<file path="config.mk">
export PLATFORM = sky130hd
export DESIGN_NAME = traffic_request_conditioner
export DESIGN_NICKNAME = d
export VERILOG_FILES = /design/src/rtl/traffic_request_conditioner.sv
export SDC_FILE = /design/constraint.sdc
export NUM_CORES = 1
export LEC_CHECK = 0
export CAP_MARGIN = 20
export CORE_ASPECT_RATIO = 1.1
export CORE_MARGIN = 10
export CORE_UTILIZATION = 55
export CTS_CLUSTER_DIAMETER = 40
export CTS_CLUSTER_SIZE = 40
export DETAILED_ROUTE_END_ITERATION = 10
export PLACE_DENSITY_LB_ADDON = 0.08
export SLEW_MARGIN = 0
export SYNTH_ARGS = -nofsm -noshare
export SYNTH_HDL_FRONTEND = slang
export SYNTH_SLANG_ARGS = --single-unit
</file>
<file path="constraint.sdc">
create_clock -name clk -period 2 [get_ports clk]
set_input_delay 0.2 -clock clk [delete_from_list [all_inputs] [get_ports clk]]
set_output_delay 0.2 -clock clk [all_outputs]
set_load 0.01 [all_outputs]
</file>
<file path="src/rtl/traffic_request_conditioner.sv">
// rtl/traffic_request_conditioner.sv - synchronizes, debounces and arbitrates intersection requests
// Sensors are debounced, ped buttons latch until their approach goes green, emergencies lock one axis.
module traffic_request_conditioner #(
   parameter int DEBOUNCE_CYCLES = 4,
   parameter int EMERG_QUAL      = 2,
   parameter int EMERG_HOLD      = 8
) (
   input  logic       clk,
   input  logic       rst,
   input  logic [3:0] sensor_raw,
   input  logic [3:0] ped_raw,
   input  logic [3:0] emergency_raw,
   input  logic [1:0] TL1,
   input  logic [1:0] TL2,
   input  logic [1:0] TL3,
   input  logic [1:0] TL4,
   output logic [3:0] sensor_q,
   output logic [3:0] ped_req,
   output logic [3:0] emergency_q,
   output logic [1:0] emergency_lock,
   output logic       emergency_conflict
);

   typedef enum logic [1:0] {
      ST_IDLE   = 2'b00,
      ST_LOCK13 = 2'b01,
      ST_LOCK24 = 2'b10
   } state_t;

   localparam logic [3:0] SENS_LAST = 4'(DEBOUNCE_CYCLES - 1);
   localparam logic [3:0] QUAL_LAST = 4'(EMERG_QUAL - 1);
   localparam logic [3:0] HOLD_LAST = 4'(EMERG_HOLD - 1);

   // Bit layout of the synchronizer chain: [3:0] sensors, [7:4] ped, [11:8] emergency.
   logic [11:0] sync1_q, sync1_d;
   logic [11:0] sync2_q, sync2_d;
   logic [3:0]  ped_prev_q, ped_prev_d;
   logic [3:0]  sensor_d;
   logic [3:0]  ped_req_q, ped_req_d;
   logic [3:0]  eqi_q, eqi_d;
   logic [3:0]  sens_cnt_q [4];
   logic [3:0]  sens_cnt_d [4];
   logic [3:0]  emerg_cnt_q [4];
   logic [3:0]  emerg_cnt_d [4];
   state_t      state_q, state_d;
   logic [3:0]  tl_green;
   logic        ax13, ax24;

   assign tl_green = {TL4 == 2'b01, TL3 == 2'b01, TL2 == 2'b01, TL1 == 2'b01};
   assign ax13     = eqi_q[0] | eqi_q[2];
   assign ax24     = eqi_q[1] | eqi_q[3];

   always_comb begin
      sync1_d    = {emergency_raw, ped_raw, sensor_raw};
      sync2_d    = sync1_q;
      ped_prev_d = sync2_q[7:4];
      sensor_d   = sensor_q;
      ped_req_d  = ped_req_q;
      eqi_d      = eqi_q;
      for (int i = 0; i < 4; i++) begin
         sens_cnt_d[i]  = '0;
         emerg_cnt_d[i] = '0;
         if (sync2_q[i] != sensor_q[i]) begin
            if (sens_cnt_q[i] == SENS_LAST) sensor_d[i] = sync2_q[i];
            else sens_cnt_d[i] = sens_cnt_q[i] + 4'd1;
         end
         // Qualification uses the short threshold, release the long one.
         if (sync2_q[8+i] != eqi_q[i]) begin
            if (emerg_cnt_q[i] == (eqi_q[i] ? HOLD_LAST : QUAL_LAST)) eqi_d[i] = sync2_q[8+i];
            else emerg_cnt_d[i] = emerg_cnt_q[i] + 4'd1;
         end
         if (tl_green[i]) ped_req_d[i] = 1'b0;
         else if (sync2_q[4+i] && !ped_prev_q[i]) ped_req_d[i] = 1'b1;
      end
   end

   always_comb begin
      state_d = state_q;
      case (state_q)
         ST_IDLE: begin
            if (ax13) state_d = ST_LOCK13;
            else if (ax24) state_d = ST_LOCK24;
         end
         ST_LOCK13: begin
            if (!ax13) state_d = ax24 ? ST_LOCK24 : ST_IDLE;
         end
         ST_LOCK24: begin
            if (!ax24) state_d = ax13 ? ST_LOCK13 : ST_IDLE;
         end
         default: state_d = ST_IDLE;
      endcase
   end

   always_ff @(posedge clk) begin
      if (rst) begin
         sync1_q     <= '0;
         sync2_q     <= '0;
         ped_prev_q  <= '0;
         sensor_q    <= '0;
         ped_req_q   <= '0;
         eqi_q       <= '0;
         sens_cnt_q  <= '{default: '0};
         emerg_cnt_q <= '{default: '0};
         state_q     <= ST_IDLE;
      end else begin
         sync1_q     <= sync1_d;
         sync2_q     <= sync2_d;
         ped_prev_q  <= ped_prev_d;
         sensor_q    <= sensor_d;
         ped_req_q   <= ped_req_d;
         eqi_q       <= eqi_d;
         sens_cnt_q  <= sens_cnt_d;
         emerg_cnt_q <= emerg_cnt_d;
         state_q     <= state_d;
      end
   end

   assign ped_req            = ped_req_q;
   assign emergency_lock     = state_q;
   assign emergency_q        = {(state_q == ST_LOCK24) & eqi_q[3], (state_q == ST_LOCK13) & eqi_q[2],
                                (state_q == ST_LOCK24) & eqi_q[1], (state_q == ST_LOCK13) & eqi_q[0]};
   assign emergency_conflict = ((state_q == ST_LOCK13) & ax24) | ((state_q == ST_LOCK24) & ax13);

endmodule
</file>
**Yosys cells after proc, flatten, opt, wreduce, memory -nomap -nowiden**

Cells that the tools add are included.

- $add $sub $neg: 8
- Eq/ne operators: 25
- Mux-type cells: 11
- Bitwise logic cells: 17
- Reduce and logical (&&, ||, !) cells: 30

Operator list:

| cell | count |
|---|---|
| adder 4 x 1 -> 4 bit (second input constant) | 8 |
| OR reduction 3 bit | 8 |
| == test 4 x 2 -> 1 bit (second input constant) | 4 |
| == test 4 x 3 -> 1 bit | 4 |
| AND reduction 2 bit | 8 |
| 2-to-1 mux 3 bit | 4 |
| == test 2 x 1 -> 1 bit (second input constant) | 5 |
| 2-to-1 mux 2 bit | 5 |
| != test 1 bit | 8 |
| inverter 1 bit | 8 |
| OR reduction 2 bit | 4 |
| bitwise AND 1 bit | 6 |
| one-hot mux 2 bit (3 select lines) | 1 |
| logical AND 1 bit | 4 |
| zero test 1 bit | 4 |
| != test 2 bit (second input constant) | 2 |
| != test 3 bit (second input constant) | 1 |
| OR 1 bit | 3 |
| AND reduction 3 bit | 1 |
| == test 2 bit (second input constant) | 1 |
| zero test 2 bit | 1 |
| 2-to-1 mux 1 bit | 1 |

- Register bits: 74
- Bits of input ports: 22
- Output and inout port bits: 15
- Logic and storage cells: 115

**Longest topological paths before layout**

Gate-level depths: netlist (run 1).

- Depth after elaboration: 4
- Depth in mapped cells: 4
- Mapped depth without buffers: 4

**Worst setup path after synthesis (run 1)**

OpenSTA, ideal clock, no wires.

- Kind: register -> register
- From: reg sens_cnt_q[8] (netlist bit)
- To: reg sens_cnt_q[10] (netlist bit)
- Setup time: 0.064 ns
- Arrival time: 1.147 ns
- Required time: 1.936 ns
- Setup slack: 0.789 ns
- Stages on the path, launching flop included: 5
- Path buffers: 0
- Clock period less this slack: 1.211 ns
- Path through: dfxtp_1 ha_1 nor3b_1 or3_1 nor2_1

- Longest elaborated chain between the ends: 2
- Elaborated cells between the ends (all ways): 3

Ends and longest elaborated chain:

| item | line | source |
|---|---|---|
| from (decl) | 41 | `logic [3:0] sens_cnt_q [4];` |
| from (signal assigned) | 112 | `sens_cnt_q <= sens_cnt_d;` |
| parallel branches: the longest is 2 deep, another holds adder 4 x 1 -> 4 bit | n/a |  |

Parallel ways; which one is timed is not known.
A chain may end at the register's enable or synchronous reset.

**Final worst setup path (run 1)**

- From: reg state_q[1] (netlist: emergency_lock[1])
- To: out emergency_q[3]

- Longest elaborated chain between the ends: 2

Ends and longest elaborated chain:

| item | line | source |
|---|---|---|
| from (decl) | 45 | `state_t state_q, state_d;` |
| from (signal assigned) | 114 | `state_q <= state_d;` |
| == test 2 bit | 120 | `assign emergency_q = {(state_q == ST_LOCK24) & eqi_q[3], (state_q == ST_LOCK13) & eqi_q[2],` |
| bitwise AND 1 bit | 120 |  |
| to (decl) | 19 | `output logic [3:0] emergency_q,` |

Every way passes these cells.

==> flow_metrics.py, run 1 <==
metrics = {
    "floorplanning": {
        "die_w_um": 87.3,
        "core_um2": 4750,
        "die_h_um": 94.0,
        "placementRows": 26,
        "num_io_pins": 37,
        "start_util_pct": 57.7,
        "dieArea_um2": 8210,
    },
    "synth": {
        "syn_avg_cell_area_um2": 10.2,
        "synth.most_common_cell": "dfxtp_1",
        "netlist_top_cells_count": "dfxtp_1 (74), nor2b_1 (33), nor2_1 (28)",
        "synth_edf_count": 0,
        "netlist_instances": 269,
        "synth-seq-area-share_pct": 54.1,
        "yosysTopAreaCell": "dfxtp_1",
        "synth_top_area_share_pct": 54.1,
        "synth.distinct_cells": 24,
        "synthArstFlopShare_pct": 0,
        "synth_seq_cells": 74,
        "ys.warnings.count": 0,
        "synthTopCellsByArea": "dfxtp_1 (54%), nor2b_1 (7.5%), nor2_1 (3.8%)",
        "syn-num-nets": 299,
        "ys.flop_type": "dfxtp_1",
        "synthesis.area_um2": 2740,
    },
    "clocking": {
        "cts_max_path_buffers": 2,
        "cts_tree": "done",
        "cts_made_buffers": 9,
        "post_cts_buffers": 0,
        "cts.root.buffer_cell": "clkbuf_8",
        "clock_latency_ns": 0.33,
        "clkSinkCount": 74,
        "htree_num_levels": 3,
        "path_clk_slew_ns": 0.07,
    },
    "timing": {
        "slew_violations": 0,
        "setup_viol": 0,
        "max_freq_mhz": 554,
        "finalSetupTns_ns": 0,
        "hold_violations": 0,
        "finalCriticalPeriod_ns": 1.81,
        "fin_crit_sh_pct": 90.3,
        "slew_headroom_pct": 67.3,
        "tightestPinTransition_ns": 0.491,
        "rsz0062_at_grt": "false",
        "fin_skew_ns": 0.00919,
    },
    "setup_path": {
        "cp-start-kind": "flop",
        "critPathArrivalTime_ns": 1.61,
        "path_class": "reg -> out",
        "crit_fanout": 5,
        "r2r-end": "sens_cnt_q[2]$_SDFF_PP0_",
        "reg2regPathDepth": 4,
        "worstPathRequired_ns": 1.80,
        "rrSetupSlack_ns": 0.70,
        "end_kind": "primary output",
        "rr_startpoint": "sens_cnt_q[0]$_SDFF_PP0_",
    },
    "placement": {
        "gp_congestion": 0.835,
        "place_hpwl_um": 3260,
        "portBuffers": 36,
        "place_area_um2": 3140,
    },
    "detailed_routing": {
        "wl_met1_um": 2000,
        "wl_um": 4410,
        "routed-wl-met2_um": 1970,
        "drc_errors": 0,
        "top_layer_used": "met4",
        "met3WireLength_um": 358,
        "avgViaCountPerCell": 4.99,
        "num_vias": 1856,
        "post_drt_wl_per_cell_um": 11.8,
        "drt-initial-drc-count": 68,
        "dr.pass1.iters": 4,
        "final_antenna_net_count": 0,
    },
    "power_and_ir_drop": {
        "seq_power_share_pct": 50.7,
        "irDropWorstVdd_uv": 538,
        "clkPwrFrac_pct": 45.2,
        "swShare_pct": 18.9,
        "combPwrFrac_pct": 4.1,
        "net-switching-power_mw": 0.569,
        "leakage_nw": 1.29,
        "power.density_nw_per_um2": 887,
        "intPower_mw": 2.44,
    },
    "layout": {
        "fin_area_um2": 3390,
        "drive_above_1_share_pct": 8.86,
        "diodes": 0,
        "finalNetCount": 342,
        "areaGrowthSynthToFinish_pct": 23.8,
        "fillCellCount": 390,
    },
    "worst_hold_path": {
        "hold_path_end": "sensor_q[3]$_SDFFE_PP0P_",
        "min_path_type": "in -> reg",
        "hold_path_depth": 2,
        "hp-start": "rst",
    },
    "global_route": {
        "grt_pass1_wl_um": 7980,
        "antenna_found_initial": 0,
        "grt_max_degree": 29,
        "grt_pass1_vias": 1909,
        "grt_overflow_total": 0,
        "grt.total_usage_pct": 12.1,
    },
    "status": {
        "outcome": "finished clean",
    },
    "run": {
        "cap_violations": 0,
    },
}
[per-stage QoR]
stage	hold WS, ns	worst slack (ns)	total power [mW]	instances	util, %
3_5_place_dp	0.423	0.436	1.68	357	66.2
4_1_cts	0.310	0.0583	3.05	372	71.2
6_report	0.313	0.194	3.01	372	71.4
5_1_grt	0.356	0.0896	3.12	372	71.4
3_3_place_gp	0.417	0.431	1.68	357	66.2
2_1_floorplan	0.328	0.789	1.62	269	-
[cell type report]
type / count / area [um2] / area share (%)
sequential: 74 / 1480 / 43.7
multi-input combinational: 178 / 1180 / 34.8
timing repair buffer: 39 / 380 / 11.2
tap: 56 / 70.1 / 2.07
clock inverter: 5 / 103 / 3.03
clock buffer: 10 / 138 / 4.06
inverter: 10 / 37.5 / 1.11
[kinds of logic after synthesis]
logic type      after synthesis  synth area share [%]
flops                        74                  54.1
mux                           4                  1.46
xor+xnor                     24                  7.67
buf+inv                      17                  2.97
fa+ha+maj                     8                  3.65
compound gates               23                  5.44
simple gates                119                  24.7
[placed cells by master (no fill, tap or decap), types with 4 or more instances in the layout]
master | synthesis | final
a21oi_1 | 8 | 8
nor2b_1 | 33 | 32
xnor2_1 | 12 | 12
clkdlybuf4s50_1 | 0 | 34
o21ai_0 | 10 | 10
xor2_1 | 12 | 12
mux2i_1 | 4 | 4
nor3b_1 | 8 | 8
nand2b_1 | 9 | 9
ha_1 | 8 | 8
inv_1 | 10 | 10
nor3_1 | 14 | 14
clkbuf_8 | 0 | 10
nor4b_1 | 4 | 4
nor2_1 | 28 | 28
or3_1 | 6 | 6
dfxtp_1 | 74 | 73
nand3_1 | 12 | 12
[power by group through the flow]
stage	registers [mW]	clock network, mW	logic, mW
floorplan	1.56	0	0.0652
global placement	1.56	0	0.124
detailed placement	1.56	0	0.126
CTS	1.52	1.39	0.127
global route	1.53	1.45	0.142
finish	1.52	1.36	0.124
[sequential cells by signal, summed over array words and instances, names as in the netlist]
| register | cells |
|---|---|
| sync2_q | 12 |
| sensor_q | 4 |
| emergency_lock | 2 |
| sync1_q | 12 |
| eqi_q | 4 |
| ped_prev_q | 4 |
| emerg_cnt_q | 16 |
| ped_req | 4 |
| sens_cnt_q | 16 |
[worst max path at each step]
| stage | startpoint | cells after the start | endpoint |
|---|---|---|---|
| floorplan | sens_cnt_q[8]$_SDFF_PP0_ | 4 | sens_cnt_q[10]$_SDFF_PP0_ |
| global placement | emergency_lock[1]$_SDFFE_PP0P_ | 4 | emergency_conflict |
| detailed placement | emergency_lock[1]$_SDFFE_PP0P_ | 4 | emergency_conflict |
| CTS | emergency_lock[1]$_SDFFE_PP0P_ | 4 | emergency_conflict |
| global route | emergency_lock[1]$_SDFFE_PP0P_ | 3 | emergency_q[3] |
| finish | emergency_lock[1]$_SDFFE_PP0P_ | 3 | emergency_q[3] |
[worst max-delay path, cell delays in order (launching register included)]
cell and delay, ns:
dfxtp_1 0.38, nor2b_2 0.21, and2_1 0.14, clkdlybuf4s50_1 0.55
[what timing repair did]
action                     in CTS  in global routing
hold buffers                    0                  0
setup endpoints to repair       0                  1
gates resized for setup         0                  3
[layer usage]
layer,track usage [%],vias to the layer above
met1,13.3,839
met4,7.98,0
met3,5.73,8
li1,-,973
met2,18.3,36
met5,0,-
No activity file was read; power rests on OpenSTA's default activity.
==> run 2, diff against run 1 <==
--- a/config.mk
+++ b/config.mk
@@ -10,4 +10,5 @@
 export CORE_MARGIN = 10
 export CORE_UTILIZATION = 55
+export CTS_BUF_LIST = sky130_fd_sc_hd__clkbuf_2 sky130_fd_sc_hd__clkbuf_4 sky130_fd_sc_hd__clkbuf_8
 export CTS_CLUSTER_DIAMETER = 40
 export CTS_CLUSTER_SIZE = 40
==> constraint.sdc (replaced) <==
create_clock -name clk -period 2 [get_ports clk]
set_input_delay 0.5 -clock clk [delete_from_list [all_inputs] [get_ports clk]]
set_output_delay 0.5 -clock clk [all_outputs]
set_load 0.01 [all_outputs]
==> run 2 against run 1 <==
Net effect:
- critical path depth is 1 higher
- largest cell class unchanged
- critical endpoint is now emergency_conflict
- fmax is 5.5% lower
- first-iteration DRC count is 19% lower
- core utilization is 0.34 points higher
- clock power is 5% higher
==> flow_metrics.py, run 2 (synthesis results as in run 1) <==
metrics = {
    "global_route": {
        "grt.total_usage_pct": 12.8,
        "grt_max_degree": 37,
        "antenna_found_initial": 0,
        "grt_pass1_wl_um": 8220,
        "grt_overflow_total": 0,
        "grt_pass1_vias": 1905,
    },
    "setup_path": {
        "startpoint": "emergency_lock[1]$_SDFFE_PP0P_",
        "cp-start-kind": "flop",
        "rrSetupSlack_ns": 0.66,
        "cp_slowest_stage_delay_ns": 0.38,
        "cpMostUsedCell": "o21ai_0",
        "crit_fanout": 5,
        "critPathArrivalTime_ns": 1.41,
        "path_cells": "nor2b_4 -> o21ai_0 -> o21ai_0 -> dlygate4sd2_1",
        "rr_startpoint": "sens_cnt_q[8]$_SDFF_PP0_",
        "r2r-end": "sens_cnt_q[11]$_SDFF_PP0_",
        "worstPathRequired_ns": 1.50,
        "worstSetupEndpoint": "emergency_conflict",
        "end_kind": "primary output",
        "reg2regPathDepth": 4,
        "crit_slowest_cell": "dfxtp_2",
        "path_class": "reg -> out",
    },
    "clocking": {
        "clock_latency_ns": 0.34,
        "cts.root.buffer_cell": "clkbuf_8",
        "cts_made_buffers": 9,
        "cts_hold_buffers": 0,
        "path_clk_slew_ns": 0.07,
        "cts_tree": "done",
        "post_cts_buffers": 0,
        "clkSinkCount": 74,
        "htree_num_levels": 3,
        "cts_max_path_buffers": 2,
        "post_cts_resized": 11,
    },
    "placement": {
        "portBuffers": 36,
        "gp_congestion": 0.820,
        "place_hpwl_um": 3220,
    },
    "detailed_routing": {
        "num_vias": 1886,
        "avgViaCountPerCell": 5.06,
        "dr.pass1.iters": 4,
        "wl_um": 4610,
        "drc_errors": 0,
        "post_drt_wl_per_cell_um": 12.4,
        "final_antenna_net_count": 0,
        "drt-initial-drc-count": 55,
    },
    "floorplanning": {
        "num_io_pins": 37,
        "placementRows": 26,
        "dieArea_um2": 8210,
        "core_um2": 4750,
        "die_h_um": 94.0,
        "die_w_um": 87.3,
        "start_util_pct": 57.7,
    },
    "layout": {
        "reg_top3": "emerg_cnt_q x16, sens_cnt_q x16",
        "finalNetCount": 342,
        "final_cell_mix": "dfxtp_1 (70), nor2b_1 (32), clkdlybuf4s50_1 (30)",
        "areaGrowthSynthToFinish_pct": 24.3,
        "diodes": 0,
        "drive_above_1_share_pct": 10.1,
        "layout_commonest_cell": "dfxtp_1",
    },
    "status": {
        "outcome": "finished clean",
    },
    "timing": {
        "setup_viol": 0,
        "tightestPinTransition_ns": 0.597,
        "slew_headroom_pct": 60.2,
        "hold_violations": 0,
        "fin_hold_ws_ns": 0.438,
        "max_freq_mhz": 523,
        "fin_crit_sh_pct": 95.6,
        "rsz0062_at_grt": "false",
        "finalCriticalPeriod_ns": 1.91,
        "slew_violations": 0,
        "finalSetupTns_ns": 0,
        "fin_skew_ns": 0.00749,
    },
    "power_and_ir_drop": {
        "power.density_nw_per_um2": 905,
        "leakage_nw": 1.30,
        "irDropWorstVdd_uv": 581,
        "p_total_mw": 3.08,
    },
    "run": {
        "cap_violations": 0,
    },
    "worst_hold_path": {
        "min_path_type": "reg -> reg",
        "hold_path_depth": 1,
    },
}
-- run 2: cell types whose count changed in the layout (fill, tap and decap cells not counted) --
cell / before / now
dfxtp_2: 1 / 4
dlymetal6s2s_1: 1 / 0
dlygate4sd2_1: 0 / 5
dfxtp_1: 73 / 70
nor2b_4: 0 / 1
clkbuf_4: 0 / 1
clkdlybuf4s50_1: 34 / 30
clkinv_2: 1 / 0
nor2b_2: 1 / 0
clkbuf_8: 10 / 11
-- run 2: how the worst min path moves through the flow --
stage,start,to
after floorplan,sync1_q[0]$_SDFF_PP0_,sync2_q[0]$_SDFF_PP0_
after global placement,sync1_q[8]$_SDFF_PP0_,sync2_q[8]$_SDFF_PP0_
after detailed placement,sync1_q[8]$_SDFF_PP0_,sync2_q[8]$_SDFF_PP0_
after CTS,sync1_q[8]$_SDFF_PP0_,sync2_q[8]$_SDFF_PP0_
after global routing,sync1_q[10]$_SDFF_PP0_,sync2_q[10]$_SDFF_PP0_
final,sync1_q[0]$_SDFF_PP0_,sync2_q[0]$_SDFF_PP0_
-- run 2: layout make-up --
cell class              count  area [um2]
clock buffers              12         159
clock inverters             4        97.6
fillers                   369        1340
inverters                  10        37.5
multi-input cells         178        1180
flip-flops and latches     74        1490
well taps                  56        70.1
repair buffers             39         372
-- run 2: layer usage --
metal / track usage [%] / up-vias / part of all wire, % / routed length, um
met2: 19.3 / 46 / 44 / 2050
li1: - / 976 / - / -
met5: 0 / - / 0 / 0
met3: 5.12 / 13 / 7.8 / 361
met4: 10.2 / 0 / 3.3 / 154
met1: 13.8 / 851 / 44 / 2050
-- run 2: metrics by stage --
stage | worst slack (ns) | std cells | area, um2 | util (%)
after global placement | 0.113 | 357 | 3140 | 66.2
after detailed placement | 0.0827 | 357 | 3140 | 66.2
after floorplan | 0.665 | 269 | 2740 | -
after global routing | 0.00175 | 373 | 3410 | 71.7
after CTS | 0.0973 | 373 | 3410 | 71.7
final | 0.0881 | 373 | 3410 | 71.7
-- run 2: worst max-delay path: cells and delay by family (launching register included) --
kind | cells | cell delay (ns)
buf+inv | 1 | 0.30
simple gates | 1 | 0.19
compound gates | 2 | 0.20
flops | 1 | 0.38
-- run 2: report_power, final --
group / switching [mW] / internal [mW] / leakage [nW] / total [mW]
logic: 0.0470 / 0.0768 / 0.572 / 0.124
clock network: 0.523 / 0.911 / 0.126 / 1.43
registers: 0.0171 / 1.51 / 0.605 / 1.52
==> run 3, diff against run 2 <==
- CORE_ASPECT_RATIO: 1.1 -> 1.25
==> run 3 against run 2 <==
Net effect:
- critical path depth fell by 1
- sequential cell count did not move
- fmax rose by 4.7%
- hold slack improved by 0.0017 ns
- sequential share of layout area rose by 0.80 points
- cell count rose by 1.1%
- via count fell by 0.53%
- clock skew barely moved
- count of clock-buffer cells in the layout did not move
- sequential power barely moved
- largest power group unchanged
- highest routed layer unchanged
==> flow_metrics.py, run 3 (synthesis results as in run 1) <==
metrics = {
    "floorplanning": {
        "die_h_um": 98.9,
        "dieArea_um2": 8220,
        "start_util_pct": 57.5,
        "placementRows": 28,
        "core_um2": 4760,
        "num_io_pins": 37,
        "die_w_um": 83.1,
    },
    "detailed_routing": {
        "final_antenna_net_count": 0,
        "num_vias": 1876,
        "avgViaCountPerCell": 4.98,
        "drc_errors": 0,
        "post_drt_wl_per_cell_um": 11.8,
        "dr.pass1.iters": 4,
        "drt-initial-drc-count": 99,
        "wl_um": 4470,
    },
    "power_and_ir_drop": {
        "leakage_nw": 1.27,
        "intPower_mw": 2.13,
        "power.density_nw_per_um2": 809,
        "net-switching-power_mw": 0.574,
        "seq_power_share_pct": 56.3,
        "irDropWorstVdd_uv": 596,
        "clkPwrFrac_pct": 39.1,
        "combPwrFrac_pct": 4.6,
        "swShare_pct": 21.2,
        "p_total_mw": 2.71,
    },
    "setup_path": {
        "critPathArrivalTime_ns": 1.33,
        "rr_startpoint": "sens_cnt_q[8]$_SDFF_PP0_",
        "startpoint": "eqi_q[1]$_SDFFE_PP0P_",
        "worstPathRequired_ns": 1.50,
        "cp-start-kind": "flop",
        "crit_fanout": 8,
        "path_delay_family": "flip-flops",
        "path_class": "reg -> out",
        "end_kind": "primary output",
        "cp_slowest_stage_delay_ns": 0.46,
        "timing.critical_path.buf_inv": 1,
        "rrSetupSlack_ns": 0.70,
        "reg2regPathDepth": 4,
        "path_cells": "nor2_1 -> o21ai_0 -> dlygate4sd2_1",
        "r2r-end": "sens_cnt_q[10]$_SDFF_PP0_",
        "crit_slowest_cell": "dfxtp_1",
    },
    "timing": {
        "fin_skew_ns": 0.00778,
        "setup_ws_ns": 0.173,
        "setup_viol": 0,
        "rsz0062_at_grt": "false",
        "tightestPinTransition_ns": 0.650,
        "slew_headroom_pct": 56.7,
        "slew_violations": 0,
        "fin_hold_ws_ns": 0.440,
        "finalSetupTns_ns": 0,
        "hold_violations": 0,
        "max_freq_mhz": 547,
        "fin_crit_sh_pct": 91.3,
        "finalCriticalPeriod_ns": 1.83,
    },
    "placement": {
        "place_area_um2": 3150,
        "place_ws_ns": 0.126,
        "portBuffers": 36,
        "gp_congestion": 0.761,
        "place_hpwl_um": 3230,
    },
    "clocking": {
        "cts.root.buffer_cell": "clkbuf_8",
        "clkSinkCount": 74,
        "path_clk_slew_ns": 0.07,
        "post_cts_buffers": 0,
        "post_cts_resized": 11,
        "cts_hold_buffers": 0,
        "htree_num_levels": 3,
        "clock_latency_ns": 0.34,
        "cts_tree": "done",
        "cts_max_path_buffers": 2,
        "cts_made_buffers": 9,
    },
    "global_route": {
        "grt_overflow_total": 0,
        "grt_use_met2_pct": 17.9,
        "grt_pass1_vias": 1809,
        "grt_max_degree": 39,
        "grt.total_usage_pct": 11.5,
        "grt_util_met1_pct": 12.1,
        "antenna_found_initial": 0,
        "grt_pass1_wl_um": 7840,
        "met3_usage_pct": 6.51,
        "grt_busiest_layer": "met2",
    },
    "layout": {
        "multiInputGateArea_um2": 1180,
        "final_cell_mix": "dfxtp_1 (70), nor2b_1 (32), clkdlybuf4s50_1 (30)",
        "ff_latch_area_um2": 1490,
        "diodes": 0,
        "fin_area_um2": 3340,
        "areaGrowthSynthToFinish_pct": 22.1,
        "fillCellCount": 398,
        "reg_top3": "emerg_cnt_q x16, sens_cnt_q x16",
        "finalNetCount": 342,
        "layout_commonest_cell": "dfxtp_1",
        "drive_above_1_share_pct": 10.1,
    },
    "worst_hold_path": {
        "hp-start": "sync1_q[4]$_SDFF_PP0_",
        "min_path_type": "reg -> reg",
        "hold_path_depth": 1,
        "hold_path_end": "sync2_q[4]$_SDFF_PP0_",
    },
    "status": {
        "outcome": "finished clean",
    },
    "run": {
        "cap_violations": 0,
    },
}
-- run 3: through the flow --
step           utilization, %  instances
6_report                 70.2        377
5_1_grt                  70.2        377
4_1_cts                  70.2        377
3_5_place_dp             66.1        361
3_3_place_gp             66.1        361
2_1_floorplan               -        269
-- run 3: how the worst max path moves through the flow --
stage	endpoint	slack (ns)	cells past startpoint
4_1_cts	emergency_conflict	0.15	3
5_1_grt	emergency_conflict	0.03	3
2_1_floorplan	emergency_conflict	0.67	3
3_3_place_gp	emergency_conflict	0.16	4
6_report	emergency_conflict	0.17	3
3_5_place_dp	emergency_conflict	0.13	4
-- run 3: cell type report --
type | instances | area share [%]
timing repair buffer | 39 | 11.1
multi-input combinational | 178 | 35.4
sequential | 74 | 44.4
tap | 60 | 2.24
inverter | 10 | 1.12
clock inverter | 4 | 0.748
clock buffer | 12 | 4.94
-- run 3: metal layers --
metal	part of all wire, %	vias up
met1	44	855
li1	-	975
met2	46	38
met3	7.9	8
met4	1.9	0
met5	0	-
-- run 3: power groups by stage --
stage	Combinational, mW	Sequential [mW]	Clock (mW)
2_1_floorplan	0.0652	1.56	0
3_3_place_gp	0.123	1.56	0
3_5_place_dp	0.125	1.56	0
4_1_cts	0.126	1.52	1.10
5_1_grt	0.140	1.53	1.15
6_report	0.123	1.52	1.06
-- run 3: worst register-to-register path, stage by stage (launching register included) --
cell and delay, ns:
dfxtp_1 0.33, ha_1 0.22, nor3b_1 0.17, or3_1 0.41, nor2_1 0.11
